--- config.mk ---
export PLATFORM = sky130hd
export DESIGN_NAME = input_route_unit_flat
export DESIGN_NICKNAME = d
export VERILOG_FILES = /design/src/rtl/input_route_unit_pkg.sv /design/src/rtl/input_route_unit_if.sv /design/src/rtl/input_route_unit_route_compute.sv /design/src/rtl/input_route_unit.sv /design/src/flat_wrapper.sv
export SDC_FILE = /design/constraint.sdc
export NUM_CORES = 1
export LEC_CHECK = 0
export ABC_AREA = 1
export BUFFER_PORTS_ARGS = -buffer_cell sky130_fd_sc_hd__buf_2
export CAP_MARGIN = 20
export CORE_MARGIN = 4
export CORE_UTILIZATION = 40
export DETAILED_ROUTE_END_ITERATION = 10
export MAX_ROUTING_LAYER = met4
export PLACE_DENSITY = 0.81
export REMOVE_ABC_BUFFERS = 1
export SYNTH_ARGS = -nofsm -noshare
export SYNTH_HDL_FRONTEND = slang
export SYNTH_SLANG_ARGS = --single-unit
--- constraint.sdc ---
create_clock -name clk -period 1.6 [get_ports clk]
set_clock_uncertainty 0.15 [all_clocks]
set_input_delay 0.32 -clock clk [delete_from_list [all_inputs] [get_ports clk]]
set_output_delay 0.32 -clock clk [all_outputs]
set_load 0.02 [all_outputs]
--- src/rtl/input_route_unit_pkg.sv ---
// Shared router definitions: directions, flit types, field positions and the
// west-first route-mask and output-selection helpers.
package input_route_unit_pkg;

  localparam int unsigned NUM_DIRS    = 5;
  localparam int unsigned TYPE_W      = 2;
  localparam int unsigned MAX_COORD_W = 8;

  localparam int unsigned IDX_L = 0;
  localparam int unsigned IDX_N = 1;
  localparam int unsigned IDX_E = 2;
  localparam int unsigned IDX_S = 3;
  localparam int unsigned IDX_W = 4;

  typedef enum logic [2:0] {
    DIR_L = 3'd0,
    DIR_N = 3'd1,
    DIR_E = 3'd2,
    DIR_S = 3'd3,
    DIR_W = 3'd4
  } dir_t;

  typedef enum logic [TYPE_W-1:0] {
    FT_BODY   = 2'b00,
    FT_HEAD   = 2'b01,
    FT_TAIL   = 2'b10,
    FT_SINGLE = 2'b11
  } flit_type_t;

  // West-first: any westward hop is taken first and alone; otherwise any
  // productive direction among E/N/S is allowed.
  function automatic logic [NUM_DIRS-1:0] route_mask(
    input logic [MAX_COORD_W-1:0] cur_x,
    input logic [MAX_COORD_W-1:0] cur_y,
    input logic [MAX_COORD_W-1:0] dest_x,
    input logic [MAX_COORD_W-1:0] dest_y
  );
    logic [NUM_DIRS-1:0] m;
    m = '0;
    if (dest_x < cur_x) begin
      m[IDX_W] = 1'b1;
    end else if ((dest_x == cur_x) && (dest_y == cur_y)) begin
      m[IDX_L] = 1'b1;
    end else begin
      if (dest_x > cur_x) m[IDX_E] = 1'b1;
      if (dest_y > cur_y) m[IDX_N] = 1'b1;
      if (dest_y < cur_y) m[IDX_S] = 1'b1;
    end
    return m;
  endfunction

  // Fixed priority E > N > S; W and L only ever appear alone in a mask.
  function automatic logic [NUM_DIRS-1:0] select_dir(input logic [NUM_DIRS-1:0] cand);
    logic [NUM_DIRS-1:0] s;
    s = '0;
    if (cand[IDX_E])      s[IDX_E] = 1'b1;
    else if (cand[IDX_N]) s[IDX_N] = 1'b1;
    else if (cand[IDX_S]) s[IDX_S] = 1'b1;
    else if (cand[IDX_W]) s[IDX_W] = 1'b1;
    else if (cand[IDX_L]) s[IDX_L] = 1'b1;
    return s;
  endfunction

endpackage

--- src/rtl/input_route_unit_if.sv ---
// FIFO-head, allocator and crossbar signals seen by one router input port.
interface input_route_unit_if #(
  parameter int unsigned FLIT_W = 32,
  parameter int unsigned DEPTH  = 4
);
  localparam int unsigned NF_W = $clog2(DEPTH) + 1;

  logic [FLIT_W-1:0] fifo_dout;
  logic [NF_W-1:0]   fifo_n_free;
  logic              fifo_pop;
  logic [4:0]        out_ready;
  logic [4:0]        req;
  logic              grant;
  logic [4:0]        out_sel;
  logic [FLIT_W-1:0] flit_out;
  logic              flit_valid;
  logic              pkt_release;
  logic              err_drop;

  modport master (
    input  fifo_dout, fifo_n_free, out_ready, grant,
    output fifo_pop, req, out_sel, flit_out, flit_valid, pkt_release, err_drop
  );

  modport slave (
    output fifo_dout, fifo_n_free, out_ready, grant,
    input  fifo_pop, req, out_sel, flit_out, flit_valid, pkt_release, err_drop
  );
endinterface

--- src/rtl/input_route_unit_route_compute.sv ---
// Combinational (cur, dest) -> 5-bit west-first route mask.
module input_route_unit_route_compute
  import input_route_unit_pkg::*;
#(
  parameter int unsigned COORD_W = 3
) (
  input  logic [COORD_W-1:0]  cur_x,
  input  logic [COORD_W-1:0]  cur_y,
  input  logic [COORD_W-1:0]  dest_x,
  input  logic [COORD_W-1:0]  dest_y,
  output logic [NUM_DIRS-1:0] mask
);

  assign mask = route_mask(MAX_COORD_W'(cur_x), MAX_COORD_W'(cur_y),
                           MAX_COORD_W'(dest_x), MAX_COORD_W'(dest_y));

endmodule

--- src/rtl/input_route_unit.sv ---
// Router input-port front end: routes head flits, requests and locks an output
// port for the packet, and pops flits from the FIFO toward the crossbar.
module input_route_unit
  import input_route_unit_pkg::*;
#(
  parameter int unsigned FLIT_W  = 32,
  parameter int unsigned DEPTH   = 4,
  parameter int unsigned COORD_W = 3
) (
  input  logic               clk,
  input  logic               reset,
  input  logic [COORD_W-1:0] cur_x,
  input  logic [COORD_W-1:0] cur_y,
  input_route_unit_if.master bus
);

  localparam int unsigned NF_W = $clog2(DEPTH) + 1;

  typedef enum logic [1:0] {
    ST_IDLE  = 2'd0,
    ST_ALLOC = 2'd1,
    ST_XFER  = 2'd2
  } state_t;

  state_t              state;
  logic [NUM_DIRS-1:0] lock;
  logic [NUM_DIRS-1:0] mask;
  logic [NUM_DIRS-1:0] mask_c;
  logic [NUM_DIRS-1:0] req_c;
  flit_type_t          head_type;
  logic                fifo_empty;
  logic                is_head;
  logic                is_last;
  logic                xfer_go;

  assign head_type  = flit_type_t'(bus.fifo_dout[FLIT_W-1 -: TYPE_W]);
  assign fifo_empty = (bus.fifo_n_free == NF_W'(DEPTH));
  assign is_head    = (head_type == FT_HEAD) || (head_type == FT_SINGLE);
  assign is_last    = (head_type == FT_TAIL) || (head_type == FT_SINGLE);
  assign req_c      = select_dir(mask & bus.out_ready);
  assign xfer_go    = (state == ST_XFER) && !fifo_empty && ((bus.out_ready & lock) != '0);

  input_route_unit_route_compute #(
    .COORD_W (COORD_W)
  ) u_route_compute (
    .cur_x  (cur_x),
    .cur_y  (cur_y),
    .dest_x (bus.fifo_dout[2*COORD_W-1 -: COORD_W]),
    .dest_y (bus.fifo_dout[COORD_W-1:0]),
    .mask   (mask_c)
  );

  // Packet-level state: mask captured on the head, lock held until the tail.
  always_ff @(posedge clk) begin
    if (reset) begin
      state <= ST_IDLE;
      lock  <= '0;
      mask  <= '0;
    end else begin
      case (state)
        ST_IDLE: begin
          if (!fifo_empty && is_head) begin
            mask  <= mask_c;
            state <= ST_ALLOC;
          end
        end
        ST_ALLOC: begin
          if (bus.grant && (req_c != '0)) begin
            lock  <= req_c;
            state <= ST_XFER;
          end
        end
        ST_XFER: begin
          if (xfer_go && is_last) begin
            lock  <= '0;
            mask  <= '0;
            state <= ST_IDLE;
          end
        end
        default: begin
          state <= ST_IDLE;
          lock  <= '0;
          mask  <= '0;
        end
      endcase
    end
  end

  // Handshake strobes follow the current state and FIFO head in the same cycle.
  always_comb begin
    bus.req         = '0;
    bus.fifo_pop    = 1'b0;
    bus.flit_valid  = 1'b0;
    bus.pkt_release = 1'b0;
    bus.err_drop    = 1'b0;
    bus.out_sel     = lock;
    bus.flit_out    = bus.fifo_dout;
    if (!reset) begin
      case (state)
        ST_IDLE: begin
          if (!fifo_empty && !is_head) begin
            bus.fifo_pop = 1'b1;
            bus.err_drop = 1'b1;
          end
        end
        ST_ALLOC: bus.req = req_c;
        ST_XFER: begin
          bus.fifo_pop    = xfer_go;
          bus.flit_valid  = xfer_go;
          bus.pkt_release = xfer_go && is_last;
        end
        default: bus.req = '0;
      endcase
    end
  end

endmodule

--- src/flat_wrapper.sv ---
// flat-port wrapper written by rule: the top's interface ports become plain ports
module input_route_unit_flat import input_route_unit_pkg::*;
#(
  parameter int unsigned FLIT_W  = 32,
  parameter int unsigned DEPTH   = 4,
  parameter int unsigned COORD_W = 3
)
  (clk, reset, cur_x, cur_y, bus_fifo_dout, bus_fifo_n_free, bus_out_ready, bus_grant, bus_fifo_pop, bus_req, bus_out_sel, bus_flit_out, bus_flit_valid, bus_pkt_release, bus_err_drop);
  input_route_unit_if #(.FLIT_W(FLIT_W), .DEPTH(DEPTH)) bus_i ();
  input  logic clk;
  input  logic reset;
  input  logic [COORD_W-1:0] cur_x;
  input  logic [COORD_W-1:0] cur_y;
  input wire logic [$bits(bus_i.fifo_dout)-1:0] bus_fifo_dout;
  input wire logic [$bits(bus_i.fifo_n_free)-1:0] bus_fifo_n_free;
  input wire logic [$bits(bus_i.out_ready)-1:0] bus_out_ready;
  input wire logic [$bits(bus_i.grant)-1:0] bus_grant;
  output wire logic [$bits(bus_i.fifo_pop)-1:0] bus_fifo_pop;
  output wire logic [$bits(bus_i.req)-1:0] bus_req;
  output wire logic [$bits(bus_i.out_sel)-1:0] bus_out_sel;
  output wire logic [$bits(bus_i.flit_out)-1:0] bus_flit_out;
  output wire logic [$bits(bus_i.flit_valid)-1:0] bus_flit_valid;
  output wire logic [$bits(bus_i.pkt_release)-1:0] bus_pkt_release;
  output wire logic [$bits(bus_i.err_drop)-1:0] bus_err_drop;
  assign bus_i.fifo_dout = bus_fifo_dout;
  assign bus_i.fifo_n_free = bus_fifo_n_free;
  assign bus_i.out_ready = bus_out_ready;
  assign bus_i.grant = bus_grant;
  assign bus_fifo_pop = bus_i.fifo_pop;
  assign bus_req = bus_i.req;
  assign bus_out_sel = bus_i.out_sel;
  assign bus_flit_out = bus_i.flit_out;
  assign bus_flit_valid = bus_i.flit_valid;
  assign bus_pkt_release = bus_i.pkt_release;
  assign bus_err_drop = bus_i.err_drop;
  input_route_unit #(.FLIT_W(FLIT_W), .DEPTH(DEPTH), .COORD_W(COORD_W)) u_core (.clk(clk), .reset(reset), .cur_x(cur_x), .cur_y(cur_y), .bus(bus_i));
endmodule
# After elaboration in Yosys (flattened, before gate mapping)
# Index checks and enable logic that the tools add are counted.
[classes]
magnitude_cmp = 4
eq_ne = 11
mux = 39
bitwise_logic = 4
reduce_logical = 17
[ops]
columns = ["operator", "n"]
rows = [
  ["$pmux W5 S3", 2],
  ["$mux W5", 5],
  ["$mux W1", 22],
  ["$mux W2", 6],
  ["$and A5 B5 Y5", 2],
  ["$reduce_bool A5 Y1", 2],
  ["$reduce_and A3 Y1", 3],
  ["$logic_and A1 B1 Y1", 7],
  ["$eq A2 B2 Y1 const B", 3],
  ["$eq A3 B3 Y1", 2],
  ["$gt A3 B3 Y1", 2],
  ["$lt A3 B3 Y1", 2],
  ["$pmux W2 S3", 1],
  ["$eq A2 B1 Y1 const B", 2],
  ["$mux W4", 1],
  ["$ne A2 B1 Y1 const B", 2],
  ["$eq A3 B3 Y1 const B", 1],
  ["$mux W3", 1],
  ["$logic_not A1 Y1", 2],
  ["$logic_not A2 Y1", 1],
  ["$logic_or A1 B1 Y1", 2],
  ["$ne A2 B2 Y1 const B", 1],
  ["$not A1 Y1", 2],
  ["$pmux W1 S2", 1],
]
[word_totals]
reg_bits = 12
out_inout_bits = 46
word_cells = 78

# Logic depth before layout (Yosys ltp)
# Gate-level depths: netlist (run 1).
[depth]
ltp_word = 10
mapped_depth = 10
depth_no_buf = 10

# Modules after synthesis
# From an unflattened synthesis (run 1), not the netlist that was laid out.
[hier_totals]
cells_unflattened = 189
area_unflattened_um2 = 1214.9
[modules_own_cells]
columns = ["mod", "instances", "cells_per_inst", "area_per_inst_um2", "seq_area_each_um2"]
rows = [
  ["input_route_unit", 1, 149, 969.7, 240.2],
  ["input_route_unit_route_compute", 1, 40, 245.2, 0.0],
]

# Worst setup path after synthesis (run 1)
# OpenSTA, ideal clock, no wires.
[synth_timing]
path_type = "flip-flop to output port"
from = "register u_core.lock[0] (netlist: u_core.bus.out_sel[0])"
to = "output bus_fifo_pop"
t_arrival_ns = 1.155
required_time_ns = 1.130
slack_ns = -0.025
stages_incl_launch_ff = 7
cell_sequence = "dfxtp_1 > nand2_1 > nand2_1 > inv_1 > nand2_1 > nand2_1 > a21oi_1"
[synth_between]
elab_chain_len = 5
[synth_rtl]
columns = ["item", "line", "text"]
rows = [
  ["start: declaration", "input_route_unit.sv:26", "logic [NUM_DIRS-1:0] lock;"],
  ["start signal: assignment", "input_route_unit.sv:69", "lock <= req_c;"],
  ["$and A5 B5 Y5", "input_route_unit.sv:41", "assign xfer_go = (state == ST_XFER) && !fifo_empty && ((bus.out_ready & lock) != '0);"],
  ["$reduce_bool A5 Y1", "input_route_unit.sv:41", ""],
  ["$logic_and A1 B1 Y1", "input_route_unit.sv:41", ""],
  ["$pmux W1 S2", "input_route_unit.sv:99", "case (state)"],
  ["$mux W1", "input_route_unit.sv:98", "if (!reset) begin"],
  ["end: declaration", "flat_wrapper.sv:18", "output wire logic [$bits(bus_i.fifo_pop)-1:0] bus_fifo_pop;"],
]
# No other way between the ends.

# Final worst setup path (run 1)
[layout_timing]
from = "register u_core.state[1]"
to = "output bus_req[4]"
[layout_between]
elab_chain_len = 3
[layout_rtl]
columns = ["item", "line", "text"]
rows = [
  ["start: declaration", "input_route_unit.sv:25", "state_t state;"],
  ["start signal: assignment", "input_route_unit.sv:56", "state <= ST_IDLE;"],
  ["start signal: assignment", "input_route_unit.sv:64", "state <= ST_ALLOC;"],
  ["start signal: assignment", "input_route_unit.sv:70", "state <= ST_XFER;"],
  ["$eq A2 B1 Y1", "input_route_unit.sv:99", ""],
  ["$mux W5", "input_route_unit.sv:99", ""],
  ["$mux W5", "input_route_unit.sv:98", ""],
  ["end: declaration", "flat_wrapper.sv:19", "output wire logic [$bits(bus_i.req)-1:0] bus_req;"],
]
# No other way between the ends.

==> flow_summary.json, run 1 <==
{
  "outcome": "finished, violations left",
  "failed_checks": "negative setup slack",
  "cp_max_fo": 4,
  "dieHeight_um": 63.2,
  "drv_slew": 0,
  "finalSetupViolations": 10,
  "n_fill_cell": 264,
  "hpwl_um": 2640,
  "critPathLaunchType": "register",
  "num_antenna_cells": 0,
  "ys_types": 22,
  "grt_pass1_wl_um": 5880,
  "grt_usage_pct": 19.3,
  "setup_ws_ns": -0.225,
  "worstSetupPathType": "register to primary output",
  "synth_edf_count": 0,
  "synth.ff_latch_count": 12,
  "synth_most_common_cell": "nand2_1",
  "synth-seq-area-share_pct": 19.7,
  "yosys-top-cells-count": "nand2_1 (47), nor2_1 (35), buf_4 (32)",
  "floorplan.initialDensity_pct": 43.1,
  "fmax_mhz": 548,
  "chipWidth_um": 63.2,
  "antenna_found_initial": 0,
  "critPathCaptureType": "primary output",
  "cts_root_buf": "clkbuf_4",
  "critPathArrivalTime_ns": 1.35,
  "worstMarginPinSlew_ns": 0.285,
  "viasPerCell": 5.08,
  "drtIter0Drc": 72,
  "overflow": 0,
  "dieArea_mm2": 0.00400,
  "drcViolationCount": 0,
  "cts_sinks": 12,
  "seq_area_um2": 256,
  "p_leak_uw": 0.000902,
  "first_pass_iters": 4,
  "async_reset_ff_share_pct": 0,
  "finalHoldViolations": 0,
  "max_slew_margin_pct": 80.9,
  "clock_path_buffers": 2,
  "ant_nets": 0,
  "grt_start_max_net_pins": 13,
  "synth_area_per_cell_um2": 6.22,
  "min_path_type": "primary input to register",
  "required_ns": 1.13,
  "portBuffers": 46,
  "wl_per_cell_um": 14.8,
  "drive_above_1_share_pct": 47.6,
  "place_area_mm2": 0.00128,
  "vias": 1340,
  "cts_buffers": 3,
  "io_pins": 95,
  "rows": 19,
  "ir_drop_uv": 250,
  "multi_input_area_um2": 703,
  "synth_top_area_share_pct": 19.7,
  "place.gp.congestion": 0.930,
  "nNetsFinal": 289,
  "fin_crit_sh_pct": 114,
  "routed_wl_um": 3900,
  "insertion_delay_ns": 0.29,
  "ys.flop_type": "dfxtp_1",
  "synth_top_cell_by_area": "dfxtp_1",
  "power_density_mw_per_mm2": 869,
  "fin_crit_ns": 1.82,
  "final_area_mm2": 0.00157,
  "yosys_warnings": 0,
  "synthCells": 196,
  "htree_num_levels": 1,
  "cap_violations": 0,
  "syn-cell-area_mm2": 0.00122,
  "syn_to_final_growth_pct": 28.3,
  "clk_pin_slew_ns": 0.09,
  "cts_tree": "yes",
  "coreArea_mm2": 0.00283,
  "first_global_vias": 1290,
  "final_util_pct": 55.3,
  "rsz0062_at_grt": "yes",
  "synth_area_leaders": "dfxtp_1 (20%), buf_4 (20%), nand2_1 (14%)"
}
final timing paths:
check | from | endpoint | slack, ns | cells after the start
worst min-delay path | bus_fifo_dout[30] | u_core.state[0] | 0.15 | 3
worst max register to register | u_core.state[1] | u_core.state[0] | -0.08 | 11
worst min register to register | u_core.bus.out_sel[2] | u_core.bus.out_sel[2] | 0.33 | 2
worst max-delay path | u_core.state[1] | bus_req[4] | -0.22 | 6
power breakdown:
part	internal [uW]	total [uW]	leakage, uW	switching [uW]
registers	357	408	0.000103	51.1
clock network	139	260	0.0000210	121
logic	305	692	0.000778	387
final cells by class:
cell class / count / share of cell area, %
Multi-Input combinational cell: 120 / 44.9
Timing Repair Buffer: 65 / 26.1
Sequential cell: 12 / 16.4
Inverter: 32 / 7.83
Tap cell: 31 / 2.48
Clock buffer: 4 / 2.32
critical path: stages, from the launching register on:
cell and delay [ns]:
dfxtp_4 0.38, inv_1 0.07, nand2_2 0.08, nor2_4 0.13, nand4_1 0.12, nor2_1 0.13, buf_4 0.15
metal layers:
layer | up-vias | GRT usage [%] | wire, um | part of all wire (%)
li1 | 641 | - | - | -
met1 | 615 | 21.0 | 1590 | 41
met2 | 75 | 31.0 | 1830 | 47
met3 | 9 | 10.1 | 418 | 11
met4 | 0 | 5.39 | 63 | 1.6
met5 | - | - | 0 | 0
flip-flops by register name, summed over array words and instances (netlist names):
signal              flops
u_core.bus.out_sel      5
u_core.mask             5
u_core.state            2
metrics by stage:
stage          TNS, ns  cells  total power (uW)  setup WS, ns  hold slack, ns
2_1_floorplan  -0.0246    163               728       -0.0246           0.239
3_3_place_gp   -0.0163    245               896      -0.00709           0.315
3_5_place_dp    -0.161    245               903       -0.0574           0.337
4_1_cts         -0.983    260              1260        -0.141           0.160
5_1_grt          -2.31    264              1460        -0.290           0.149
6_report         -1.64    264              1360        -0.225           0.149
cell usage in the layout, fill, tap and decap left out:
| master | count |
|---|---|
| nor2_4 | 3 |
| nand2_2 | 8 |
| nor2_1 | 25 |
| nand2_4 | 3 |
| inv_1 | 28 |
| o21ai_2 | 1 |
| nand3_4 | 2 |
| dfxtp_2 | 7 |
| o21bai_1 | 1 |
| nor3_1 | 2 |
| nand2_8 | 1 |
| dfxtp_4 | 2 |
| buf_2 | 38 |
| dfxtp_1 | 3 |
| nor2_2 | 8 |
| o21bai_2 | 1 |
| buf_6 | 4 |
| nand4_1 | 5 |
| clkbuf_4 | 3 |
| nand2_1 | 40 |
| a21oi_2 | 1 |
| inv_2 | 2 |
| a21oi_4 | 1 |
| a21oi_1 | 4 |
| nor3b_2 | 1 |
| buf_4 | 23 |
| clkinv_1 | 1 |
| nand3_1 | 7 |
| inv_4 | 1 |
| ha_1 | 6 |
| clkbuf_8 | 1 |
timing repair:
action | CTS | global route
hold buffers | 0 | 0
setup endpoints to repair | 9 | 19
setup buffers | 11 | 3
pin swaps | 13 | 10
cloned | 0 | 1
gates resized for setup | 25 | 24
logic make-up (layout without fill, tap and decap cells):
logic type	Yosys count	after routing	share of synthesized area, %
buffers and inverters	65	101	29.8
and+or+nand+nor	104	105	38.7
adders and majority gates	6	6	6.15
AOI/OAI and AO/OA	9	9	5.64
DFF	12	12	19.7
Note: power is estimated with default switching activity, not from simulation.
==> run 2: changes to the inputs <==
--- a/config.mk
+++ b/config.mk
@@ -12,7 +12,7 @@
 export CORE_UTILIZATION = 40
 export DETAILED_ROUTE_END_ITERATION = 10
 export MAX_ROUTING_LAYER = met4
-export PLACE_DENSITY = 0.81
+export PLACE_DENSITY = 0.87
 export REMOVE_ABC_BUFFERS = 1
 export SYNTH_ARGS = -nofsm -noshare
 export SYNTH_HDL_FRONTEND = slang
==> run 2 against run 1 <==
The run still ends with negative setup slack left. Non-clock buffer count increased by 1. Utilization decreased by 0.53 points. Register-to-register slack improved by 0.10 ns. Critical endpoint is now bus_fifo_pop. Maximum frequency increased by 1.2%. Largest cell class unchanged. Highest routed layer unchanged. Worst setup slack improved by 0.022 ns. Sequential power decreased by 3%. Critical path type unchanged. Final area decreased by 0.96%.
==> flow_summary.json, run 2 (synthesis gave the netlist of run 1 again) <==
{
  "outcome": "finished, violations left",
  "failed_checks": "negative setup slack",
  "ff2ff_path_depth": 9,
  "place_inst": 245,
  "dieArea_mm2": 0.00400,
  "cp_max_fo": 3,
  "place.gp.congestion": 0.912,
  "worstMarginPinSlew_ns": 0.447,
  "insertion_delay_ns": 0.27,
  "ir_drop_uv": 289,
  "rows": 19,
  "cp_cell_sequence": "nor2_2, inv_2, nor2_2, nand2_2, a21oi_2, buf_6",
  "drtIter0Drc": 109,
  "drive_above_1_share_pct": 47.6,
  "grt_start_max_net_pins": 13,
  "cts_tree": "yes",
  "dieHeight_um": 63.2,
  "cts_root_buf": "clkbuf_4",
  "overflow": 0,
  "cap_violations": 0,
  "critPathArrivalTime_ns": 1.33,
  "ant_nets": 0,
  "first_global_vias": 1191,
  "drv_slew": 0,
  "cts_buffers": 3,
  "rsz0062_at_grt": "yes",
  "wl_per_cell_um": 13.8,
  "reg2reg_to": "u_core.bus.out_sel[3]",
  "critPathLaunchType": "register",
  "whs_path_depth": 3,
  "required_ns": 1.13,
  "floorplan.initialDensity_pct": 43.1,
  "vias": 1301,
  "clk_pin_slew_ns": 0.08,
  "p_leak_uw": 0.000888,
  "grt_pass1_wl_um": 5210,
  "min_path_type": "primary input to register",
  "holdCritStartpoint": "bus_fifo_dout[30]",
  "chipWidth_um": 63.2,
  "whs_ns": 0.224,
  "nNetsFinal": 289,
  "clock_path_buffers": 2,
  "fin_crit_sh_pct": 113,
  "cts_sinks": 12,
  "max_slew_margin_pct": 70.1,
  "first_pass_iters": 4,
  "viasPerCell": 4.93,
  "r2r_slack_ns": 0.02,
  "finalHoldViolations": 0,
  "final_area_mm2": 0.00155,
  "stdcell_count": 264,
  "htree_num_levels": 1,
  "worstSetupPathType": "register to primary output",
  "critPathMaxStageDelay_ns": 0.35,
  "syn_to_final_growth_pct": 27.1,
  "layout_common_cells": "buf_2 (37), nand2_1 (35), nor2_1 (29), inv_1 (26), buf_4 (26)",
  "num_antenna_cells": 0,
  "finalSetupViolations": 9,
  "grt_usage_pct": 16.9,
  "fin_crit_ns": 1.80,
  "critPathCaptureType": "primary output",
  "setup_ws_ns": -0.203,
  "portBuffers": 46,
  "hpwl_um": 2500,
  "fmax_mhz": 555,
  "coreArea_mm2": 0.00283,
  "place_area_mm2": 0.00128,
  "routed_wl_um": 3640,
  "antenna_found_initial": 0,
  "r2r_start": "u_core.mask[2]",
  "power_density_mw_per_mm2": 845,
  "setup_tns_ns": -1.31,
  "io_pins": 95,
  "n_fill_cell": 266,
  "hold_path_end": "u_core.state[0]",
  "p_total_uw": 1310,
  "timing.critical_path.slowest_stage_cell": "dfxtp_2",
  "drcViolationCount": 0,
  "path_common_cell": "nor2_2",
  "layout_commonest_cell": "buf_2"
}
## run 2: cell types whose count changed in the layout (fill, tap and decap cells not counted), moves of 2 or more
cell,delta
nand2_2,+6
dfxtp_1,+5
nand2_1,-5
dfxtp_2,-4
nor2_1,+4
buf_4,+3
inv_2,+3
nor2_2,-3
inv_1,-2
nand2_4,-2
## run 2: timing repair
action / CTS / global route
endpoints found under the setup margin: 9 / 11
cloned: 0 / 0
hold buffers: 0 / 0
gates resized for setup: 25 / 20
buffers inserted: 11 / 6
pin swaps: 12 / 7
## run 2: critical path: cells and delay by family (launching register included)
kind	cells	cell delay (ns)
buf+inv	2	0.19
simple gates	3	0.37
compound gates	1	0.15
flops	1	0.35
## run 2: layout make-up
cell class                 count  area, um2  share of cell area (%)
clock buffer                   4       36.3                    2.34
inverter                      32        120                    7.75
multi-input combinational    119        693                    44.7
sequential                    12        248                    16.0
tap                           31       38.8                    2.50
timing repair buffer          66        414                    26.7
## run 2: layer usage
metal	up-vias	global-route usage, %	wire, um
met5	-	-	0
met3	12	10.1	473
li1	639	-	-
met4	0	4.85	87
met1	560	17.4	1420
met2	90	27.3	1660
## run 2: power breakdown
| group | total [uW] | internal [uW] | switching, uW |
|---|---|---|---|
| clock network | 237 | 138 | 98.8 |
| registers | 395 | 353 | 41.9 |
| logic | 678 | 284 | 395 |
## run 2: metrics by stage
stage	util [%]	setup WS [ns]
finish	54.8	-0.203
global route	54.8	-0.290
CTS	51.6	-0.143
detailed placement	45.3	-0.0564
global placement	45.3	-0.00430
floorplan	-	-0.0246
## run 2: worst max path at each step
stage / start / cells after the start / slack [ns] / to
final: u_core.state[0] / 6 / -0.20 / bus_fifo_pop
after CTS: u_core.state[0] / 6 / -0.14 / bus_fifo_pop
after global placement: bus_fifo_dout[5] / 10 / -0.004 / u_core.mask[3]
after floorplan: u_core.bus.out_sel[0] / 6 / -0.02 / bus_fifo_pop
after detailed placement: bus_fifo_dout[5] / 10 / -0.06 / u_core.mask[0]
after global routing: u_core.state[0] / 6 / -0.29 / bus_fifo_pop
